**config.mk**
```make
export PLATFORM = sky130hd
export DESIGN_NAME = car_rearlight_gen_flat
export DESIGN_NICKNAME = d
export VERILOG_FILES = /design/src/rtl/car_rearlight_gen_if.sv /design/src/rtl/car_rearlight_gen.sv /design/src/flat_wrapper.sv
export SDC_FILE = /design/constraint.sdc
export NUM_CORES = 1
export LEC_CHECK = 0
export ABC_CLOCK_PERIOD_IN_PS = 3200
export CAP_MARGIN = 20
export CELL_PAD_IN_SITES_DETAIL_PLACEMENT = 0
export CELL_PAD_IN_SITES_GLOBAL_PLACEMENT = 1
export CORE_MARGIN = 10
export CORE_UTILIZATION = 47
export DETAILED_ROUTE_END_ITERATION = 8
export PLACE_DENSITY_LB_ADDON = 0.1
export RECOVER_POWER = 25
export SKIP_LAST_GASP = 1
export SLEW_MARGIN = 20
export SYNTH_ARGS = -nofsm -noshare
export SYNTH_HDL_FRONTEND = slang
export SYNTH_SLANG_ARGS = --single-unit
```
**constraint.sdc**
```tcl
create_clock -name clk -period 3.2 [get_ports clk]
set_clock_uncertainty 0.15 [all_clocks]
set_input_delay 0.32 -clock clk [delete_from_list [all_inputs] [get_ports clk]]
set_output_delay 0.32 -clock clk [all_outputs]
set_load 0.05 [all_outputs]
```
**src/rtl/car_rearlight_gen_if.sv**
```systemverilog
// car_rearlight_gen_if
//   Command and LED bundle between the switch/key input block and the
//   rear-light controller.
//
//   Signals:
//     state_in   [3:0]         active-low one-cold driver command
//     hazard                   level, forces both clusters to blink
//     seq_en                   level, sequential-fill flow for LEFT/RIGHT
//     led_left   [SIDE_W-1:0]  left cluster, active-low
//     led_right  [SIDE_W-1:0]  right cluster, active-low
//     led_flow   [FLOW_W-1:0]  centre flow bar, active-low
//     state_out  [2:0]         accepted state code
//
//   Modports:
//     master  command source / LED consumer
//     slave   the controller
interface car_rearlight_gen_if #(
  parameter int SIDE_W = 3,
  parameter int FLOW_W = 8
);
  logic [3:0]        state_in;
  logic              hazard;
  logic              seq_en;
  logic [SIDE_W-1:0] led_left;
  logic [SIDE_W-1:0] led_right;
  logic [FLOW_W-1:0] led_flow;
  logic [2:0]        state_out;

  modport master (
    output state_in, hazard, seq_en,
    input  led_left, led_right, led_flow, state_out
  );

  modport slave (
    input  state_in, hazard, seq_en,
    output led_left, led_right, led_flow, state_out
  );
endinterface

```
**src/rtl/car_rearlight_gen.sv**
```systemverilog
// car_rearlight_gen
//   Rear-light controller. Filters a 4-bit one-cold driver command, keeps
//   the accepted state, and drives two indicator clusters plus a centre
//   flow bar (all active-low) with blink, rotate and sequential-fill
//   patterns. A hazard level overrides the clusters only.
//
//   Ports:
//     clk   system clock
//     rst   asynchronous reset, active-high
//     bus   car_rearlight_gen_if.slave (state_in, hazard, seq_en in;
//           led_left, led_right, led_flow, state_out out)
//
//   Pipeline:
//     p0  input sample register and stability counter
//     p1  accepted state, blink/flow timers, flow pattern registers
//     p2  registered LED outputs
module car_rearlight_gen #(
  parameter int CLK_HZ     = 50_000_000,
  parameter int BLINK_HZ   = 1,
  parameter int FLOW_HZ    = 8,
  parameter int SIDE_W     = 3,
  parameter int FLOW_W     = 8,
  parameter int STABLE_CYC = 4
) (
  input  logic                clk,
  input  logic                rst,
  car_rearlight_gen_if.slave  bus
);

  localparam int HALF_P   = CLK_HZ / (2 * BLINK_HZ);
  localparam int STEP_P   = CLK_HZ / FLOW_HZ;
  localparam int BLINK_CW = (HALF_P > 1) ? $clog2(HALF_P) : 1;
  localparam int FLOW_CW  = (STEP_P > 1) ? $clog2(STEP_P) : 1;
  localparam int STAB_CW  = $clog2(STABLE_CYC + 1);
  localparam int HALF_W   = FLOW_W / 2;
  localparam int FILL_CW  = $clog2(HALF_W + 1);

  localparam logic [FLOW_W-1:0] UPPER_M = {{HALF_W{1'b1}}, {HALF_W{1'b0}}};
  localparam logic [FLOW_W-1:0] LOWER_M = {{HALF_W{1'b0}}, {HALF_W{1'b1}}};

  typedef enum logic [2:0] {
    ST_STOP  = 3'd0,
    ST_GO    = 3'd1,
    ST_LEFT  = 3'd2,
    ST_RIGHT = 3'd3,
    ST_BACK  = 3'd4
  } state_t;

  // Unlisted command codes fall back to STOP.
  function automatic state_t decode_cmd(input logic [3:0] c);
    case (c)
      4'b1110: return ST_GO;
      4'b1101: return ST_LEFT;
      4'b1011: return ST_RIGHT;
      4'b0111: return ST_BACK;
      default: return ST_STOP;
    endcase
  endfunction

  // Lit mask (1 = lit) loaded when a state is entered. Only GO and BACK
  // consume it; the fill modes use fill_p1 instead.
  function automatic logic [FLOW_W-1:0] start_lit(input state_t s);
    case (s)
      ST_GO:   return {1'b1, {(FLOW_W-1){1'b0}}};
      ST_BACK: return {{(FLOW_W-1){1'b0}}, 1'b1};
      default: return '0;
    endcase
  endfunction

  function automatic logic [FLOW_W-1:0] step_lit(input state_t s,
                                                 input logic [FLOW_W-1:0] x);
    case (s)
      ST_GO:   return {x[0], x[FLOW_W-1:1]};
      ST_BACK: return {x[FLOW_W-2:0], x[FLOW_W-1]};
      default: return x;
    endcase
  endfunction

  // n lit bits growing outward from the centre of the chosen half.
  function automatic logic [FLOW_W-1:0] fill_mask(input logic left,
                                                  input logic [FILL_CW-1:0] n);
    logic [FLOW_W-1:0] m;
    m = '0;
    for (int i = 0; i < HALF_W; i++) begin
      if (i < int'(n)) begin
        if (left) m[HALF_W + i]     = 1'b1;
        else      m[HALF_W - 1 - i] = 1'b1;
      end
    end
    return m;
  endfunction

  // ---- p0: input sample and stability filter ----
  logic [3:0]         samp_p0;
  logic [STAB_CW-1:0] stab_p0;

  always_ff @(posedge clk or posedge rst) begin
    if (rst) begin
      samp_p0 <= 4'b1111;
      stab_p0 <= '0;
    end else begin
      samp_p0 <= bus.state_in;
      if (bus.state_in != samp_p0)
        stab_p0 <= STAB_CW'(1);
      else if (stab_p0 != STAB_CW'(STABLE_CYC))
        stab_p0 <= stab_p0 + STAB_CW'(1);
    end
  end

  // ---- p1: accepted state, timers, flow pattern ----
  state_t              state_p1;
  logic [BLINK_CW-1:0] blink_cnt_p1;
  logic                phase_p1;
  logic [FLOW_CW-1:0]  flow_cnt_p1;
  logic [FLOW_W-1:0]   lit_p1;
  logic [FILL_CW-1:0]  fill_p1;
  logic                seq_p1;

  state_t cmd_state;
  logic   accept;
  logic   blink_tc;
  logic   flow_tick;

  assign cmd_state = decode_cmd(samp_p0);
  assign accept    = (stab_p0 == STAB_CW'(STABLE_CYC)) && (cmd_state != state_p1);
  assign blink_tc  = (blink_cnt_p1 == BLINK_CW'(HALF_P - 1));
  assign flow_tick = (flow_cnt_p1 == FLOW_CW'(STEP_P - 1));

  always_ff @(posedge clk or posedge rst) begin
    if (rst) begin
      state_p1     <= ST_STOP;
      blink_cnt_p1 <= '0;
      phase_p1     <= 1'b0;
      flow_cnt_p1  <= '0;
      lit_p1       <= '0;
      fill_p1      <= '0;
      seq_p1       <= 1'b0;
    end else begin
      seq_p1 <= bus.seq_en;
      if (accept) begin
        // A state change restarts every pattern; a coincident flow tick
        // is swallowed by the reload.
        state_p1     <= cmd_state;
        blink_cnt_p1 <= '0;
        phase_p1     <= 1'b1;
        flow_cnt_p1  <= '0;
        lit_p1       <= start_lit(cmd_state);
        fill_p1      <= '0;
      end else begin
        if (blink_tc) begin
          blink_cnt_p1 <= '0;
          phase_p1     <= ~phase_p1;
        end else begin
          blink_cnt_p1 <= blink_cnt_p1 + BLINK_CW'(1);
        end

        if (flow_tick) begin
          flow_cnt_p1 <= '0;
          lit_p1      <= step_lit(state_p1, lit_p1);
        end else begin
          flow_cnt_p1 <= flow_cnt_p1 + FLOW_CW'(1);
        end

        // Fill has HALF_W+1 stages including empty; a seq_en edge
        // restarts it from empty.
        if (bus.seq_en != seq_p1)
          fill_p1 <= '0;
        else if (flow_tick)
          fill_p1 <= (fill_p1 == FILL_CW'(HALF_W)) ? '0 : fill_p1 + FILL_CW'(1);
      end
    end
  end

  // ---- p2: registered LED outputs ----
  logic [SIDE_W-1:0] blink_v;
  logic [SIDE_W-1:0] left_d;
  logic [SIDE_W-1:0] right_d;
  logic [FLOW_W-1:0] flow_lit_d;

  always_comb begin
    blink_v    = phase_p1 ? {SIDE_W{1'b0}} : {SIDE_W{1'b1}};
    left_d     = {SIDE_W{1'b1}};
    right_d    = {SIDE_W{1'b1}};
    flow_lit_d = {FLOW_W{1'b1}};
    case (state_p1)
      ST_GO: begin
        left_d     = {SIDE_W{1'b0}};
        right_d    = {SIDE_W{1'b0}};
        flow_lit_d = lit_p1;
      end
      ST_BACK: begin
        flow_lit_d = lit_p1;
      end
      ST_LEFT: begin
        left_d     = blink_v;
        flow_lit_d = seq_p1 ? fill_mask(1'b1, fill_p1) : UPPER_M;
      end
      ST_RIGHT: begin
        right_d    = blink_v;
        flow_lit_d = seq_p1 ? fill_mask(1'b0, fill_p1) : LOWER_M;
      end
      default: begin
        left_d  = blink_v;
        right_d = blink_v;
      end
    endcase
    // Hazard is deliberately unfiltered and touches the clusters only.
    if (bus.hazard) begin
      left_d  = blink_v;
      right_d = blink_v;
    end
  end

  logic [SIDE_W-1:0] led_left_p2;
  logic [SIDE_W-1:0] led_right_p2;
  logic [FLOW_W-1:0] led_flow_p2;

  always_ff @(posedge clk or posedge rst) begin
    if (rst) begin
      led_left_p2  <= {SIDE_W{1'b1}};
      led_right_p2 <= {SIDE_W{1'b1}};
      led_flow_p2  <= {FLOW_W{1'b0}};
    end else begin
      led_left_p2  <= left_d;
      led_right_p2 <= right_d;
      led_flow_p2  <= ~flow_lit_d;
    end
  end

  assign bus.led_left  = led_left_p2;
  assign bus.led_right = led_right_p2;
  assign bus.led_flow  = led_flow_p2;
  assign bus.state_out = state_p1;

endmodule

```
**src/flat_wrapper.sv**
```systemverilog
// flat-port wrapper written by rule: the top's interface ports become plain ports
module car_rearlight_gen_flat 
#(
  parameter int CLK_HZ     = 50_000_000,
  parameter int BLINK_HZ   = 1,
  parameter int FLOW_HZ    = 8,
  parameter int SIDE_W     = 3,
  parameter int FLOW_W     = 8,
  parameter int STABLE_CYC = 4
)
  (clk, rst, bus_state_in, bus_hazard, bus_seq_en, bus_led_left, bus_led_right, bus_led_flow, bus_state_out);
  car_rearlight_gen_if #(.SIDE_W(SIDE_W), .FLOW_W(FLOW_W)) bus_i ();
  input  logic clk;
  input  logic rst;
  input wire logic [$bits(bus_i.state_in)-1:0] bus_state_in;
  input wire logic [$bits(bus_i.hazard)-1:0] bus_hazard;
  input wire logic [$bits(bus_i.seq_en)-1:0] bus_seq_en;
  output wire logic [$bits(bus_i.led_left)-1:0] bus_led_left;
  output wire logic [$bits(bus_i.led_right)-1:0] bus_led_right;
  output wire logic [$bits(bus_i.led_flow)-1:0] bus_led_flow;
  output wire logic [$bits(bus_i.state_out)-1:0] bus_state_out;
  assign bus_i.state_in = bus_state_in;
  assign bus_i.hazard = bus_hazard;
  assign bus_i.seq_en = bus_seq_en;
  assign bus_led_left = bus_i.led_left;
  assign bus_led_right = bus_i.led_right;
  assign bus_led_flow = bus_i.led_flow;
  assign bus_state_out = bus_i.state_out;
  car_rearlight_gen #(.CLK_HZ(CLK_HZ), .BLINK_HZ(BLINK_HZ), .FLOW_HZ(FLOW_HZ), .SIDE_W(SIDE_W), .FLOW_W(FLOW_W), .STABLE_CYC(STABLE_CYC)) u_core (.clk(clk), .rst(rst), .bus(bus_i));
endmodule
```
* Word level (Yosys, flattened, before mapping)
Index checks and enable logic that the tools add are counted.
** Storage, ports and cells
- Word-level logic and storage cells :: 80
- Register bits :: 85
- Bits of input ports :: 8
- Output and inout bits :: 17
** Cells by class
- Bitwise logic cells :: 2
- Add/subtract/negate cells :: 4
- Magnitude comparators :: 4
- Equality and inequality tests :: 18
- Reductions and logical operators :: 10
- Multiplexer cells :: 30
** Operator list (count)
- two-way mux 25 bit :: 2
- two-way mux 23 bit :: 2
- case mux 8 bit (2 select lines) :: 2
- two-way mux 3 bit :: 9
- adder 25 x 1 -> 25 bit, second input constant :: 1
- == test 25 bit, second input constant :: 1
- two-way mux 8 bit :: 3
- case mux 8 bit (3 select lines) :: 1
- adder 23 x 1 -> 23 bit, second input constant :: 1
- == test 23 bit, second input constant :: 1
- == test 3 bit, second input constant :: 4
- == test 4 bit, second input constant :: 3
- case mux 3 bit (2 select lines) :: 2
- case mux 3 bit (4 select lines) :: 1
- NOT 8 bit :: 1
- adder 3 x 1 -> 3 bit, second input constant :: 2
- == test 3 x 1 -> 1 bit, second input constant :: 2
- == test 3 x 2 -> 1 bit, second input constant :: 2
- less-than comparator 1 x 3 -> 1 bit, first input constant :: 2
- less-than comparator 2 x 3 -> 1 bit, first input constant :: 2
- two-way mux 1 bit :: 6
- nonzero test 2 bit :: 3
- nonzero test 3 bit :: 2
- OR reduction 2 bit :: 3
- other kinds (10) :: 10

* Longest topological paths before layout
- Depth in word-level cells :: 6
- Depth in mapped cells :: 7
- Gate-level depth less buffers :: 6

* Worst setup path after synthesis
Ideal clock, no wire load.
- Path kind :: register -> register
- Start point :: register u_core.state_p1[1], in the netlist u_core.bus.state_out[1]
- End point :: register u_core.lit_p1[0]
- Setup time :: 0.129 ns
- Path slack :: 0.957 ns
- Buffers on the path :: 0
- Arrival time :: 1.964 ns
- Cell stages (with the launch flop) :: 5
- Required time :: 2.921 ns
- Clock period less this slack :: 2.243 ns
- Path through :: dfrtp_1 -> or4_1 -> nor4_4 -> mux2i_1 -> mux2i_1
** On the way
- Word-level cells in the longest chain between the ends :: 4
** RTL lines
- start: declaration :: line car_rearlight_gen.sv:111 : state_t state_p1;
- start signal: assignment :: line car_rearlight_gen.sv:143 : state_p1 <= cmd_state;
- == test 3 bit (tied with other cells) :: line car_rearlight_gen.sv:72 : case (s)
- case mux 8 bit (2 select lines) or logical AND 1 bit (tied branches) :: line car_rearlight_gen.sv:72, car_rearlight_gen.sv:125
- two-way mux 8 bit (tied with other cells) :: line car_rearlight_gen.sv:157 : if (flow_tick) begin
- two-way mux 8 bit or AND reduction 2 bit (tied branches)
- end signal: assignment :: line car_rearlight_gen.sv:147 : lit_p1 <= start_lit(cmd_state);
- end signal: assignment :: line car_rearlight_gen.sv:159 : lit_p1 <= step_lit(state_p1, lit_p1);
- end: declaration :: line car_rearlight_gen.sv:115 : logic [FLOW_W-1:0] lit_p1;
Several ways; a longest one is shown, not always the timed one. The select of a mux whose other input is x is not followed.
A chain may end at the register's enable or synchronous reset.

* Final worst setup path
- Start point :: register u_core.state_p1[0], in the netlist u_core.bus.state_out[0]
- End point :: output port bus_state_out[0]
** RTL lines
- end: declaration :: line flat_wrapper.sv:21 : output wire logic [$bits(bus_i.state_out)-1:0] bus_state_out;
No word-level cell between the ends.

==> results.cfg <==
[grt]
grt_pass1_wl_um = 15010
grt_max_degree = 49
grt-ovfl-total = 0
grtUsageTotal_pct = 13.71
antenna_found_initial = 0
grt_pass1_vias = 3083

[floorplan]
initial_core_util_pct = 48.32
ios = 25
core-area_um2 = 8721
fp.dieH_um = 114.7
die_area_um2 = 13150
die_width_um = 114.7
rows = 34

[synth]
post-synth-top-area-fraction_pct = 44.54
synth_area_um2 = 4214
synth_common_cells = dfrtp_1 (75), nor3_1 (56), xnor2_1 (28), xor2_1 (27), nand3_1 (25)
synth_cells = 414
ys_seq_elements = 81
yosysWarnings = 0
syn_nets = 428
synth-edff-count = 0
ys.flop_type = dfrtp_1
synth.most_common_cell = dfrtp_1
synth.distinct_cells = 46
async_flop_share_pct = 100.0
synth_top_area_cell = dfrtp_1
syn_area_per_cell_um2 = 10.18
ys_seq_area_share_pct = 48.28
synth_area_leaders = dfrtp_1 (45%), nor3_1 (6.7%), xnor2_1 (5.8%)

[power]
power_density_nw_per_um2 = 448.7
p_sw_uw = 574.9
ir_drop_mv = 0.2361
combPwrFrac_pct = 8.2
p_int_mw = 1.561
pwr-share-clk_pct = 36.3
p_leak_nw = 1.975
swShare_pct = 26.92
power_frac_seq_pct = 55.6

[cells_and_area]
num-fill-cells = 772
multiInputGateArea_um2 = 2041
syn_to_final_growth_pct = 12.95
postLayoutCellArea_um2 = 4760
seq_area_um2 = 2034
antennaDiodeCount = 0
nets = 444
final_layout_size_suffix_gt1_share_pct = 10.80

[critical_path]
cp_cell_sequence = clkdlybuf4s50_1
start_kind = register
critPathCaptureType = primary output
critPathKind = reg -> out
cp.required_ps = 2730
critical_path.slowest_cell = clkdlybuf4s50_1
crit_arrival_ps = 2040
critPathMaxFanout = 20
crit_buf_inv = 1
critPathTopFamily = buffers and inverters
slowest_delay_ps = 930
reg2reg_slack_ps = 720

[timing]
worst_slew_pin_slew_ps = 1714
layout_setup_ws_ps = 686.9
whs_ps = 353.0
tns_ps = 0
fmaxAchievable_mhz = 397.9
finalHoldViolCount = 0
slew_viol_final = 38
finalCritPeriodShare_pct = 78.54
rsz0062_at_grt = false
finalSetupViolCount = 0
period_needed_ps = 2513
relSlewSlack_pct = -14.91

[run]
drv_cap = 1

[clocking]
cts-resized-gates = 0
cts.sinks = 81
root_buffer = clkbuf_8
clk_pin_slew_ps = 80
numCtsBuffers = 9
post-cts-setup-buffer-count = 0
cts_hold_buf = 0
clock_path_buffers = 2
clk_latency_ps = 360
cts_tree = built
cts_max_level = 3

[run_status]
violations = max-capacitance violations, max-slew violations
status = finished, violations left

[route]
drt_wl_total_um = 8406
firstDrtPassIters = 4
wl_met1_um = 4024
drcViolationCount = 0
drt-wirelength-per-cell_um = 15.48
ant_nets = 0
drt_iter0_drc = 137
vias = 3018
dr_wl_met3_um = 270
top_layer = met4
wl_met2_um = 3993
vias_per_cell = 5.558

[min_path]
hold_class = reg -> reg

[placed_design]
dp_hpwl_um = 5671
io_buffer_count = 24
dpl-instance-area_um2 = 4556
place_ws_ps = 739.6
gp_congestion = 0.7861
stage by stage:
step / cells / utilization, % / total power, mW
floorplan: 414 / - / 1.323
CTS: 543 / 54.58 / 2.164
global route: 543 / 54.58 / 2.248
finish: 543 / 54.58 / 2.136
global placement: 527 / 52.24 / 1.381
detailed placement: 527 / 52.24 / 1.386
cell families after synthesis:
logic type / count (synthesis) / synth area share, %
AO/OA/AOI/OAI: 33 / 4.929
XOR/XNOR: 55 / 11.43
adder cells (fa/ha/maj): 6 / 1.781
buffers and inverters: 34 / 3.563
flip-flops: 81 / 48.28
multiplexers: 22 / 5.493
AND/OR/NAND/NOR: 183 / 24.53
power by group through the flow:
stage	sequential, mW	combinational (mW)	clock [mW]
2_1_floorplan	1.18	0.139	0
3_3_place_gp	1.20	0.178	0
3_5_place_dp	1.21	0.179	0
4_1_cts	1.19	0.181	0.796
5_1_grt	1.21	0.200	0.842
6_report	1.19	0.174	0.775
placed cells by master, fill, tap and decap left out, types with 3 or more instances in the layout:
master,Yosys,routed
a21oi_1,11,10
and3_1,6,6
and4_1,8,8
buf_4,5,4
clkbuf_8,0,10
clkdlybuf4s50_1,0,18
clkinvlp_4,0,3
dfrtp_1,75,75
dfstp_2,6,6
dlygate4sd3_1,0,6
ha_1,6,6
inv_1,9,8
mux2_2,8,8
mux2i_1,13,13
nand2_1,20,20
nand2b_1,7,7
nand3_1,25,25
nand4_1,13,13
nor2_1,23,23
nor3_1,56,56
nor3b_1,4,4
nor4_1,3,3
o21a_1,4,4
o21ai_0,5,5
o22ai_1,6,6
xnor2_1,28,28
xor2_1,27,27
state kept, by name, indices dropped and copies added (netlist names):
signal / count
u_core.stab_p0: 3
u_core.bus.state_out: 3
u_core.blink_cnt_p1: 25
u_core.bus.led_flow: 8
u_core.lit_p1: 8
u_core.bus.led_left: 1
u_core.bus.led_right: 1
u_core.phase_p1: 1
u_core.fill_p1: 3
u_core.seq_p1: 1
u_core.flow_cnt_p1: 23
u_core.samp_p0: 4
area by class of cell:
cell class	instances	area share (%)
Inverter	9	0.7361
Timing Repair Buffer	30	6.519
Sequential cell	81	42.74
Tap cell	108	2.839
Clock buffer	10	2.892
Clock inverter	6	1.393
Multi-Input combinational cell	299	42.88
worst paths after layout:
kind | start | depth (start not counted) | endpoint
hold / removal | u_core.flow_cnt_p1[0]$_DFF_PP0_ | 1 | u_core.flow_cnt_p1[0]$_DFF_PP0_
setup / recovery | u_core.bus.state_out[0]$_DFFE_PP0N_ | 1 | bus_state_out[0]
max in group asynchronous | rst | 3 | u_core.flow_cnt_p1[10]$_DFF_PP0_
hold reg to reg | u_core.flow_cnt_p1[0]$_DFF_PP0_ | 1 | u_core.flow_cnt_p1[0]$_DFF_PP0_
min in group asynchronous | rst | 2 | u_core.blink_cnt_p1[20]$_DFF_PP0_
setup reg to reg | u_core.flow_cnt_p1[0]$_DFF_PP0_ | 6 | u_core.lit_p1[7]$_DFFE_PP0P_
metal layers:
layer	GRT usage, %	vias up
met3	3.197	11
met4	4.785	0
met1	18.25	1481
met2	21.33	35
met5	0	-
li1	-	1491
(Power assumes the default switching activity.)
